<file path="src/rtl/coef_addr_sequencer_if.sv">
// Address stream from coef_addr_sequencer to the coefficient RAM readout.
// The master drives the address beat; the slave returns ready.
interface coef_addr_sequencer_if #(
    parameter int AWIDTH = 10
);
    logic [AWIDTH-1:0] tdata;
    logic              tlast;
    logic              tvalid;
    logic              tready;

    modport master (output tdata, output tlast, output tvalid, input tready);
    modport slave  (input tdata, input tlast, input tvalid, output tready);
endinterface

</file>
<file path="src/rtl/coef_addr_sequencer.sv">
// coef_addr_sequencer: strided, wrapping read-address sweeps for the
// coefficient RAM readout (start, length, step, repeat count, table size).
// Optional build macro COEF_ADDR_SEQ_ABORT_EN adds an abort input that
// ends the sweep early on the currently presented beat.
//
//   state | meaning
//   ------+---------------------------------------------------------
//   IDLE  | no sweep in progress, waiting for go
//   RUN   | presenting addresses, advancing on each handshake
module coef_addr_sequencer #(
    parameter int AWIDTH = 10,
    parameter int RWIDTH = 16
) (
    input  logic              clk,
    input  logic              reset,
    input  logic              clear,
    input  logic [AWIDTH-1:0] cfg_start,
    input  logic [AWIDTH-1:0] cfg_len_m1,
    input  logic [AWIDTH-1:0] cfg_step,
    input  logic [RWIDTH-1:0] cfg_reps_m1,
    input  logic [AWIDTH:0]   cfg_table_size,
    input  logic              go,
`ifdef COEF_ADDR_SEQ_ABORT_EN
    input  logic              abort,
`endif
    output logic              busy,
    output logic              done,
    coef_addr_sequencer_if.master o
);
    typedef enum logic {IDLE, RUN} state_t;

    localparam logic [AWIDTH-1:0] ONE_A = 1;
    localparam logic [RWIDTH-1:0] ONE_R = 1;

    state_t            state;
    logic [AWIDTH-1:0] start_q, len_q, step_q;
    logic [RWIDTH-1:0] reps_q;
    logic [AWIDTH:0]   tsize_q;
    logic [AWIDTH-1:0] addr, beat;
    logic [RWIDTH-1:0] rep;
    logic              tvalid_q, tlast_q;
    // Set once the presented beat has been turned into the final one by abort.
    logic              fin;

    logic              abort_req;
    logic              hs, last_beat, last_rep;
    logic [AWIDTH:0]   sum;
    logic [AWIDTH-1:0] addr_wrap, beat_nx;

`ifdef COEF_ADDR_SEQ_ABORT_EN
    assign abort_req = abort;
`else
    assign abort_req = 1'b0;
`endif

    assign o.tdata  = addr;
    assign o.tvalid = tvalid_q;
    assign o.tlast  = tlast_q;

    // Next-address arithmetic; the subtraction result always fits in AWIDTH
    // bits because start and step are below the table size.
    always_comb begin
        hs        = tvalid_q & o.tready;
        last_beat = (beat == len_q);
        last_rep  = (rep == reps_q);
        beat_nx   = beat + ONE_A;
        sum       = {1'b0, addr} + {1'b0, step_q};
        addr_wrap = (sum >= tsize_q) ? (addr + step_q - tsize_q[AWIDTH-1:0])
                                     : (addr + step_q);
    end

    // Sequencer FSM with registered stream outputs and status.
    always_ff @(posedge clk or posedge reset) begin
        if (reset) begin
            state    <= IDLE;
            start_q  <= '0;
            len_q    <= '0;
            step_q   <= '0;
            reps_q   <= '0;
            tsize_q  <= '0;
            addr     <= '0;
            beat     <= '0;
            rep      <= '0;
            tvalid_q <= 1'b0;
            tlast_q  <= 1'b0;
            fin      <= 1'b0;
            busy     <= 1'b0;
            done     <= 1'b0;
        end else if (clear) begin
            state    <= IDLE;
            start_q  <= '0;
            len_q    <= '0;
            step_q   <= '0;
            reps_q   <= '0;
            tsize_q  <= '0;
            addr     <= '0;
            beat     <= '0;
            rep      <= '0;
            tvalid_q <= 1'b0;
            tlast_q  <= 1'b0;
            fin      <= 1'b0;
            busy     <= 1'b0;
            done     <= 1'b0;
        end else begin
            done <= 1'b0;
            case (state)
                IDLE: begin
                    if (go) begin
                        start_q  <= cfg_start;
                        len_q    <= cfg_len_m1;
                        step_q   <= cfg_step;
                        reps_q   <= cfg_reps_m1;
                        tsize_q  <= cfg_table_size;
                        addr     <= cfg_start;
                        beat     <= '0;
                        rep      <= '0;
                        tvalid_q <= 1'b1;
                        tlast_q  <= (cfg_len_m1 == '0);
                        fin      <= 1'b0;
                        busy     <= 1'b1;
                        state    <= RUN;
                    end
                end
                RUN: begin
                    if (hs) begin
                        if (fin || (last_beat && last_rep)) begin
                            state    <= IDLE;
                            tvalid_q <= 1'b0;
                            tlast_q  <= 1'b0;
                            fin      <= 1'b0;
                            busy     <= 1'b0;
                            done     <= 1'b1;
                        end else if (last_beat) begin
                            rep     <= rep + ONE_R;
                            beat    <= '0;
                            addr    <= start_q;
                            tlast_q <= (len_q == '0) || abort_req;
                            fin     <= abort_req;
                        end else begin
                            beat    <= beat_nx;
                            addr    <= addr_wrap;
                            tlast_q <= (beat_nx == len_q) || abort_req;
                            fin     <= abort_req;
                        end
                    end else if (abort_req) begin
                        tlast_q <= 1'b1;
                        fin     <= 1'b1;
                    end
                end
                default: state <= IDLE;
            endcase
        end
    end
endmodule

</file>
<file path="src/flat_wrapper.sv">
// flat-port wrapper written by rule: the top's interface ports become plain ports
module coef_addr_sequencer_flat 
#(
    parameter int AWIDTH = 10,
    parameter int RWIDTH = 16
)
  (clk, reset, clear, cfg_start, cfg_len_m1, cfg_step, cfg_reps_m1, cfg_table_size, go, busy, done, o_tdata, o_tlast, o_tvalid, o_tready);
  coef_addr_sequencer_if #(.AWIDTH(AWIDTH)) o_i ();
  input  logic clk;
  input  logic reset;
  input  logic clear;
  input  logic [AWIDTH-1:0] cfg_start;
  input  logic [AWIDTH-1:0] cfg_len_m1;
  input  logic [AWIDTH-1:0] cfg_step;
  input  logic [RWIDTH-1:0] cfg_reps_m1;
  input  logic [AWIDTH:0] cfg_table_size;
  input  logic go;
  output logic busy;
  output logic done;
  output wire logic [$bits(o_i.tdata)-1:0] o_tdata;
  output wire logic [$bits(o_i.tlast)-1:0] o_tlast;
  output wire logic [$bits(o_i.tvalid)-1:0] o_tvalid;
  input wire logic [$bits(o_i.tready)-1:0] o_tready;
  assign o_tdata = o_i.tdata;
  assign o_tlast = o_i.tlast;
  assign o_tvalid = o_i.tvalid;
  assign o_i.tready = o_tready;
  coef_addr_sequencer #(.AWIDTH(AWIDTH), .RWIDTH(RWIDTH)) u_core (.clk(clk), .reset(reset), .clear(clear), .cfg_start(cfg_start), .cfg_len_m1(cfg_len_m1), .cfg_step(cfg_step), .cfg_reps_m1(cfg_reps_m1), .cfg_table_size(cfg_table_size), .go(go), .busy(busy), .done(done), .o(o_i));
endmodule
</file>
<file path="config.mk">
export PLATFORM = sky130hd
export DESIGN_NAME = coef_addr_sequencer_flat
export DESIGN_NICKNAME = d
export VERILOG_FILES = /design/src/rtl/coef_addr_sequencer_if.sv /design/src/rtl/coef_addr_sequencer.sv /design/src/flat_wrapper.sv
export SDC_FILE = /design/constraint.sdc
export NUM_CORES = 1
export LEC_CHECK = 0
export ABC_AREA = 1
export ABC_CLOCK_PERIOD_IN_PS = 3100
export BUFFER_PORTS_ARGS = -buffer_cell sky130_fd_sc_hd__buf_2
export CAP_MARGIN = 30
export CORE_MARGIN = 5
export CORE_UTILIZATION = 44
export CTS_BUF_LIST = sky130_fd_sc_hd__clkbuf_16
export CTS_CLUSTER_SIZE = 14
export DETAILED_ROUTE_END_ITERATION = 12
export PLACE_DENSITY = 0.65
export SETUP_SLACK_MARGIN = 0.1
export SLEW_MARGIN = 20
export SYNTH_ARGS = -nofsm -noshare
export SYNTH_HDL_FRONTEND = slang
export SYNTH_SLANG_ARGS = --single-unit
</file>
<file path="constraint.sdc">
create_clock -name clk -period 3.1 [get_ports clk]
set_input_delay 0.155 -clock clk [delete_from_list [all_inputs] [get_ports clk]]
set_output_delay 0.155 -clock clk [all_outputs]
set_load 0.02 [all_outputs]
</file>
# Word level (Yosys, flattened, before mapping)
# Cells that the tools add are included.
word_totals:
  reg_bits: 98
  word_cells: 97
op_classes:
  addsub: 5
  magnitude_cmp: 1
  eq_ne: 9
  n_mux: 57
  n_bitwise: 2
  n_reduce_logical: 10
ops:
  columns: ["op", "count"]
  rows:
  - ["$mux W10", 19]
  - ["$mux W16", 8]
  - ["$pmux W10 S2", 2]
  - ["$mux W11", 3]
  - ["$pmux W16 S2", 1]
  - ["$eq A10 B10 Y1", 2]
  - ["$logic_not A10 Y1", 2]
  - ["$mux W1", 20]
  - ["$add A16 B1 Y16 const B", 1]
  - ["$eq A16 B16 Y1", 1]
  - ["$ne A3 B3 Y1 const B", 5]
  - ["$add A10 B10 Y11", 1]
  - ["$ge A11 B11 Y1", 1]
  - ["$add A10 B1 Y10 const B", 1]
  - ["$add A10 B10 Y10", 1]
  - ["$sub A10 B10 Y10", 1]
  - ["$pmux W1 S2", 4]
  - ["$reduce_and A3 Y1", 2]
  - ["$reduce_and A2 Y1", 2]
  - ["$reduce_and A4 Y1", 1]
  - ["$ne A2 B2 Y1 const B", 1]
  - ["$reduce_bool A2 Y1", 1]
  - ["$and A1 B1 Y1", 1]
  - ["$logic_and A1 B1 Y1", 1]
  - ["2 further kinds", 2]

# Longest topological paths before layout
depth:
  ltp_word: 8
  mapped_depth: 23

# Worst setup path after synthesis
# Ideal clock, no wire load.
synth_path:
  path_kind: "register -> register"
  start: "register u_core.addr[0] (netlist: u_core.o.tdata[0])"
  end: "register u_core.addr[2] (netlist: u_core.o.tdata[2])"
  path_slack_ns: -0.008
  required_time_ns: 3.035
  stages_incl_launch_ff: 24
  arrival_ns: 3.043
  period_less_slack_ns: 3.108
  cell_sequence: "dfrtp_1 -> ha_1 -> inv_1 -> fa_1 -> nand3b_1 -> nand2_1 -> nand3_1 -> nand2_1 -> nand2_1 -> nand2_1 -> inv_1 -> ha_1 -> nand2_1 -> nor2_1 -> nand3_1 -> nand2_1 -> nor2_1 -> nand2_1 -> buf_2 -> o21ai_0 -> nand3_1 -> nand2_1 -> nand2_1 -> nand2_1"
synth_via:
  elab_chain_len: 8
  elab_cells_between_ends: 10
  classes_between: "add/sub: 3; order compare: 1; mux: 6"
synth_lines:
  columns: ["item", "line_no", "text"]
  rows:
  - ["start: declaration", "coef_addr_sequencer.sv:39", "logic [AWIDTH-1:0] addr, beat;"]
  - ["start signal: assignment", "coef_addr_sequencer.sv:114", "addr <= cfg_start;"]
  - ["start signal: assignment", "coef_addr_sequencer.sv:136", "addr <= start_q;"]
  - ["start signal: assignment", "coef_addr_sequencer.sv:141", "addr <= addr_wrap;"]
  - ["$add A10 B10 Y10 or $add A10 B10 Y11 (tied branches)", "coef_addr_sequencer.sv:68, coef_addr_sequencer.sv:69, coef_addr_sequencer.sv:67", null]
  - ["$sub A10 B10 Y10 or $ge A11 B11 Y1 (tied branches)", "coef_addr_sequencer.sv:68", "addr_wrap = (sum >= tsize_q) ? (addr + step_q - tsize_q[AWIDTH-1:0])"]
  - ["$mux W10 *", "coef_addr_sequencer.sv:68", null]
  - ["$mux W10 *", "coef_addr_sequencer.sv:133", "end else if (last_beat) begin"]
  - ["$mux W10 *", "coef_addr_sequencer.sv:126", "if (fin || (last_beat && last_rep)) begin"]
  - ["$mux W10 *", "coef_addr_sequencer.sv:125", "if (hs) begin"]
  - ["$pmux W10 S2 *", "coef_addr_sequencer.sv:106", "case (state)"]
  - ["$mux W10 *", "coef_addr_sequencer.sv:89", "end else if (clear) begin"]
# Mark *: on every way between the ends. The rest lies on a longest branch, timed or not. The select of a mux whose other input is x is not followed.
# A chain may end at the register's enable or synchronous reset.

# Worst setup path in the final report
layout_path:
  start: "register u_core.step_q[0]"
  end: "register u_core.addr[8] (netlist: u_core.o.tdata[8])"
layout_via:
  elab_chain_len: 8
  elab_cells_between_ends: 10
  classes_between: "add/sub: 3; order compare: 1; mux: 6"
layout_lines:
  columns: ["item", "line_no", "text"]
  rows:
  - ["start: declaration", "coef_addr_sequencer.sv:36", "logic [AWIDTH-1:0] start_q, len_q, step_q;"]
  - ["start signal: assignment", "coef_addr_sequencer.sv:111", "step_q <= cfg_step;"]
  - ["$add A10 B10 Y10 or $add A10 B10 Y11 (tied branches)", "coef_addr_sequencer.sv:68, coef_addr_sequencer.sv:69, coef_addr_sequencer.sv:67", null]
  - ["$sub A10 B10 Y10 or $ge A11 B11 Y1 (tied branches)", "coef_addr_sequencer.sv:68", null]
  - ["$mux W10 *", "coef_addr_sequencer.sv:68", null]
  - ["$mux W10 *", "coef_addr_sequencer.sv:133", null]
  - ["$mux W10 *", "coef_addr_sequencer.sv:126", null]
  - ["$mux W10 *", "coef_addr_sequencer.sv:125", null]
  - ["$pmux W10 S2 *", "coef_addr_sequencer.sv:106", null]
  - ["$mux W10 *", "coef_addr_sequencer.sv:89", null]
# Marks and branches as above.

==> metrics.md <==
| Metric | Value |
|---|---|
| Outcome | `finished clean` |
| Final antenna diode count | `0` |
| Clock slew seen by the registers of the worst setup and hold paths | `0.07 ns` |
| Tcrit/Tclk final | `between 90% and 100%` |
| Cell type with the largest total area after synthesis | `sky130_fd_sc_hd__dfrtp_1` |
| Worst-skew pair later-pin latency | `0.35 ns` |
| Vias per Instance | `5.047` |
| Maximum number of pins on one net before global-route repair | `98` |
| Initial antenna violation count | `0` |
| Layout net count | `~1100` |
| Effective utilization at floorplan | `~44%` |
| Proportion of netlist area held by the largest area contributor | `between 30% and 40%` |
| Max-cap violations | `0` |
| Post-synthesis instance area | `6673 um^2` |
| Post-route DRC violation count | `0` |
| Post-detailed-route wirelength per cell | `14.15 um` |
| Worst min-delay path class | `in -> reg` |
| Area contributors post-synth | `sky130_fd_sc_hd__dfrtp_1 36%, sky130_fd_sc_hd__nand2_1 17%, sky130_fd_sc_hd__nand3_1 8.4%` |
| Final RePlAce weighted congestion | `0.8718` |
| Core area | `15030 um^2` |
| Full die area | `17730 um^2` |
| First drt pass iteration count | `5` |
| Capture instance of the worst register-to-register path | `u_core.o.tdata[8]` |
| Count of unique library cells instantiated by Yosys | `45` |
| Hold Path Origin | `cfg_step[7]` |
| TritonCTS clock tree | `built` |
| Crit Path Class | `reg -> reg` |
| Startpoint kind of the worst setup timing path | `register` |
| Global-route total usage across every layer | `about a fifth` |
| Clock period minus final worst setup slack | `2.950 ns` |
| HPWL after DPL | `12970 um` |
| Leading cell type in the layout, fill and taps excluded | `sky130_fd_sc_hd__nand2_1` |
| Sequential fraction of the synthesis area | `36.38%` |
| Setup slack, reg-to-reg | `0.15 ns` |
| Power per standard cell area | `562.3 nW/um^2` |
| Required time reported for the critical path endpoint | `approximately 3.4 ns` |
| Number of buffer cells added on primary ports | `75` |
| Vias in the first global route | `6102` |
| Slew Viols, Final | `0` |
| Final wirelength | `17680 um` |
| Crit-path max FO | `6` |
| Highest clock frequency the design can meet | `338.9 MHz` |
| Setup Total Neg Slack | `0 ns` |
| Worst-Margin Slew | `0.6619 ns` |
| Number of failing hold endpoints at the final stage | `0` |
| Synthesized netlist net count | `1058` |
| Die Ht | `133.1 um` |
| DIE WIDTH | `about 130 um` |
| Sinks on Clock Net | `97` |
| Total of flip-flops plus latches after synthesis | `97` |
| Hold Path Sink | `u_core.step_q[7]` |
| Global-route wire length before repair | `approximately 29000 um` |
| Detailed-route via count | `6304` |
| Boundary pin count | `76` |
| RR Startpoint | `u_core.step_q[0]` |
| Total setup violations reported at the end of the flow | `0` |
| Number of core rows | `45` |
| Clock buffer depth | `2` |
| 1st-iter DRT viols | `about 430` |
| Worst ir drop on vdd | `0.2884 mV` |
| Tightest slew margin relative to the limit | `a little under three fifths` |
| Register-to-Register Path Depth | `20` |
| Average footprint of a synthesized cell | `6.872 um^2` |
| Hold slack | `between 0.02 and 0.03 ns` |
| Share of layout cells above drive strength 1 | `18.47%` |
| Layout area overhead | `16.46%` |
| Cell count of the worst hold path | `3` |
| Number of buffers created by CTS | `9` |
| Synth warn | `0` |
| Number of levels the H-tree was split into | `3` |
| Leakage | `4.056 nW` |
| Total grt overflow | `0` |
| Post-synthesis instance total | `approximately 970` |
| RSZ-0062 raised after global routing | `true` |
| Type of element capturing the critical path | `register` |
| Buffer type at the clock tree root | `sky130_fd_sc_hd__clkbuf_16` |
| Most frequent cells in the layout | `298 x sky130_fd_sc_hd__nand2_1, 124 x sky130_fd_sc_hd__inv_1, 111 x sky130_fd_sc_hd__nand3_1` |
| Worst Clk Skew | `0.006103 ns` |
| Crit path arrival time | `3.20 ns` |
| Post-route antenna net violation count | `0` |
per-stage QoR:
step | setup slack, ns | instances | total power, mW | util (%) | cell area, um^2
6_report | 0.1496 | 1249 | 4.370 | 51.69 | 7771
5_1_grt | -0.09300 | 1249 | 4.675 | 51.69 | 7771
4_1_cts | 0.1027 | 1246 | 4.288 | 50.94 | 7659
3_5_place_dp | 0.005562 | 1230 | 3.117 | 48.76 | 7331
3_3_place_gp | 0.05197 | 1230 | 3.104 | 48.76 | 7331
2_1_floorplan | 0.1299 | 971 | 2.630 | - | 6684
cell type report:
cell class,instances,area (um^2)
multi-input combinational,707,3672
timing repair buffer,106,630.6
sequential,97,2429
clock inverter,6,61.31
clock buffer,9,225.2
tap,188,235.2
inverter,136,518.0
fill,1527,7262
sequential cells by signal (all words and copies together) (netlist names):
signal          flops
u_core.beat        10
u_core.busy         1
u_core.done         1
u_core.len_q       10
u_core.o.tdata     10
u_core.o.tlast      1
u_core.rep         16
u_core.reps_q      16
u_core.start_q     10
u_core.state        1
u_core.step_q      10
u_core.tsize_q     11
report_power, final:
part           internal [mW]  switching, mW
clock                  0.617          0.512
sequential              1.36         0.0696
combinational          0.708           1.11
total                   2.68           1.69
worst max path at each step:
stage | startpoint | to | slack [ns] | cells past startpoint
2_1_floorplan | u_core.o.tdata[0] | u_core.o.tdata[2] | 0.13 | 23
3_3_place_gp | u_core.o.tdata[0] | u_core.o.tdata[6] | 0.05 | 23
3_5_place_dp | u_core.o.tdata[0] | u_core.o.tdata[9] | 0.006 | 23
4_1_cts | u_core.o.tdata[0] | u_core.o.tdata[7] | 0.10 | 22
5_1_grt | u_core.step_q[0] | u_core.o.tdata[8] | -0.09 | 22
6_report | u_core.step_q[0] | u_core.o.tdata[8] | 0.15 | 20
synth_stat cells (all sizes together):
master   count
nand2      322
inv        134
nand3      114
dfrtp       97
nor2        84
o21ai       78
ha          23
nand4       18
clkbuf      17
a21oi       16
buf         14
xor2        11
nor3        10
nand3b       9
xnor2        7
and2         4
clkinv       2
fa           2
nor4         2
o21bai       2
a21o         1
a31oi        1
o2111ai      1
o31ai        1
or2          1
logic make-up after synthesis:
| group | after synthesis | synth area share [%] |
|---|---|---|
| AND/OR/NAND/NOR | 564 | 37.26 |
| buffers and inverters | 167 | 10.41 |
| AO/OA/AOI/OAI | 100 | 8.682 |
| flip-flops | 97 | 36.38 |
| adder cells (fa/ha/maj) | 25 | 4.913 |
| XOR/XNOR | 18 | 2.363 |
repair_timing:
item,in CTS,in global routing
resized for setup,10,19
hold endpoints to repair,97,0
pin swaps,7,14
buffers inserted,0,3
hold buffers,1,0
setup endpoints to repair,10,10
layer usage:
metal | GRT usage (%) | routed length (um)
met5 | 0 | 0
met4 | 6.343 | 335
met3 | 3.625 | 715
met2 | 35.81 | 8692
met1 | 25.77 | 7934
worst max-delay path, stage by stage (launching register included):
cell	delay, ns
sky130_fd_sc_hd__dfrtp_1	0.36
sky130_fd_sc_hd__ha_2	0.19
sky130_fd_sc_hd__inv_2	0.04
sky130_fd_sc_hd__fa_2	0.32
sky130_fd_sc_hd__nand3b_1	0.17
sky130_fd_sc_hd__nand2_2	0.12
sky130_fd_sc_hd__xnor2_1	0.20
sky130_fd_sc_hd__inv_1	0.13
sky130_fd_sc_hd__ha_4	0.31
sky130_fd_sc_hd__nand2_1	0.08
sky130_fd_sc_hd__nor2_1	0.11
sky130_fd_sc_hd__nand3_1	0.11
sky130_fd_sc_hd__nand2_2	0.09
sky130_fd_sc_hd__nand2_2	0.08
sky130_fd_sc_hd__nand2_4	0.11
sky130_fd_sc_hd__buf_6	0.12
sky130_fd_sc_hd__nand2_1	0.06
sky130_fd_sc_hd__nand3_1	0.10
sky130_fd_sc_hd__nand2_1	0.05
sky130_fd_sc_hd__nand2_1	0.06
sky130_fd_sc_hd__nand2_1	0.05
No activity file was read; power rests on OpenSTA's default activity.
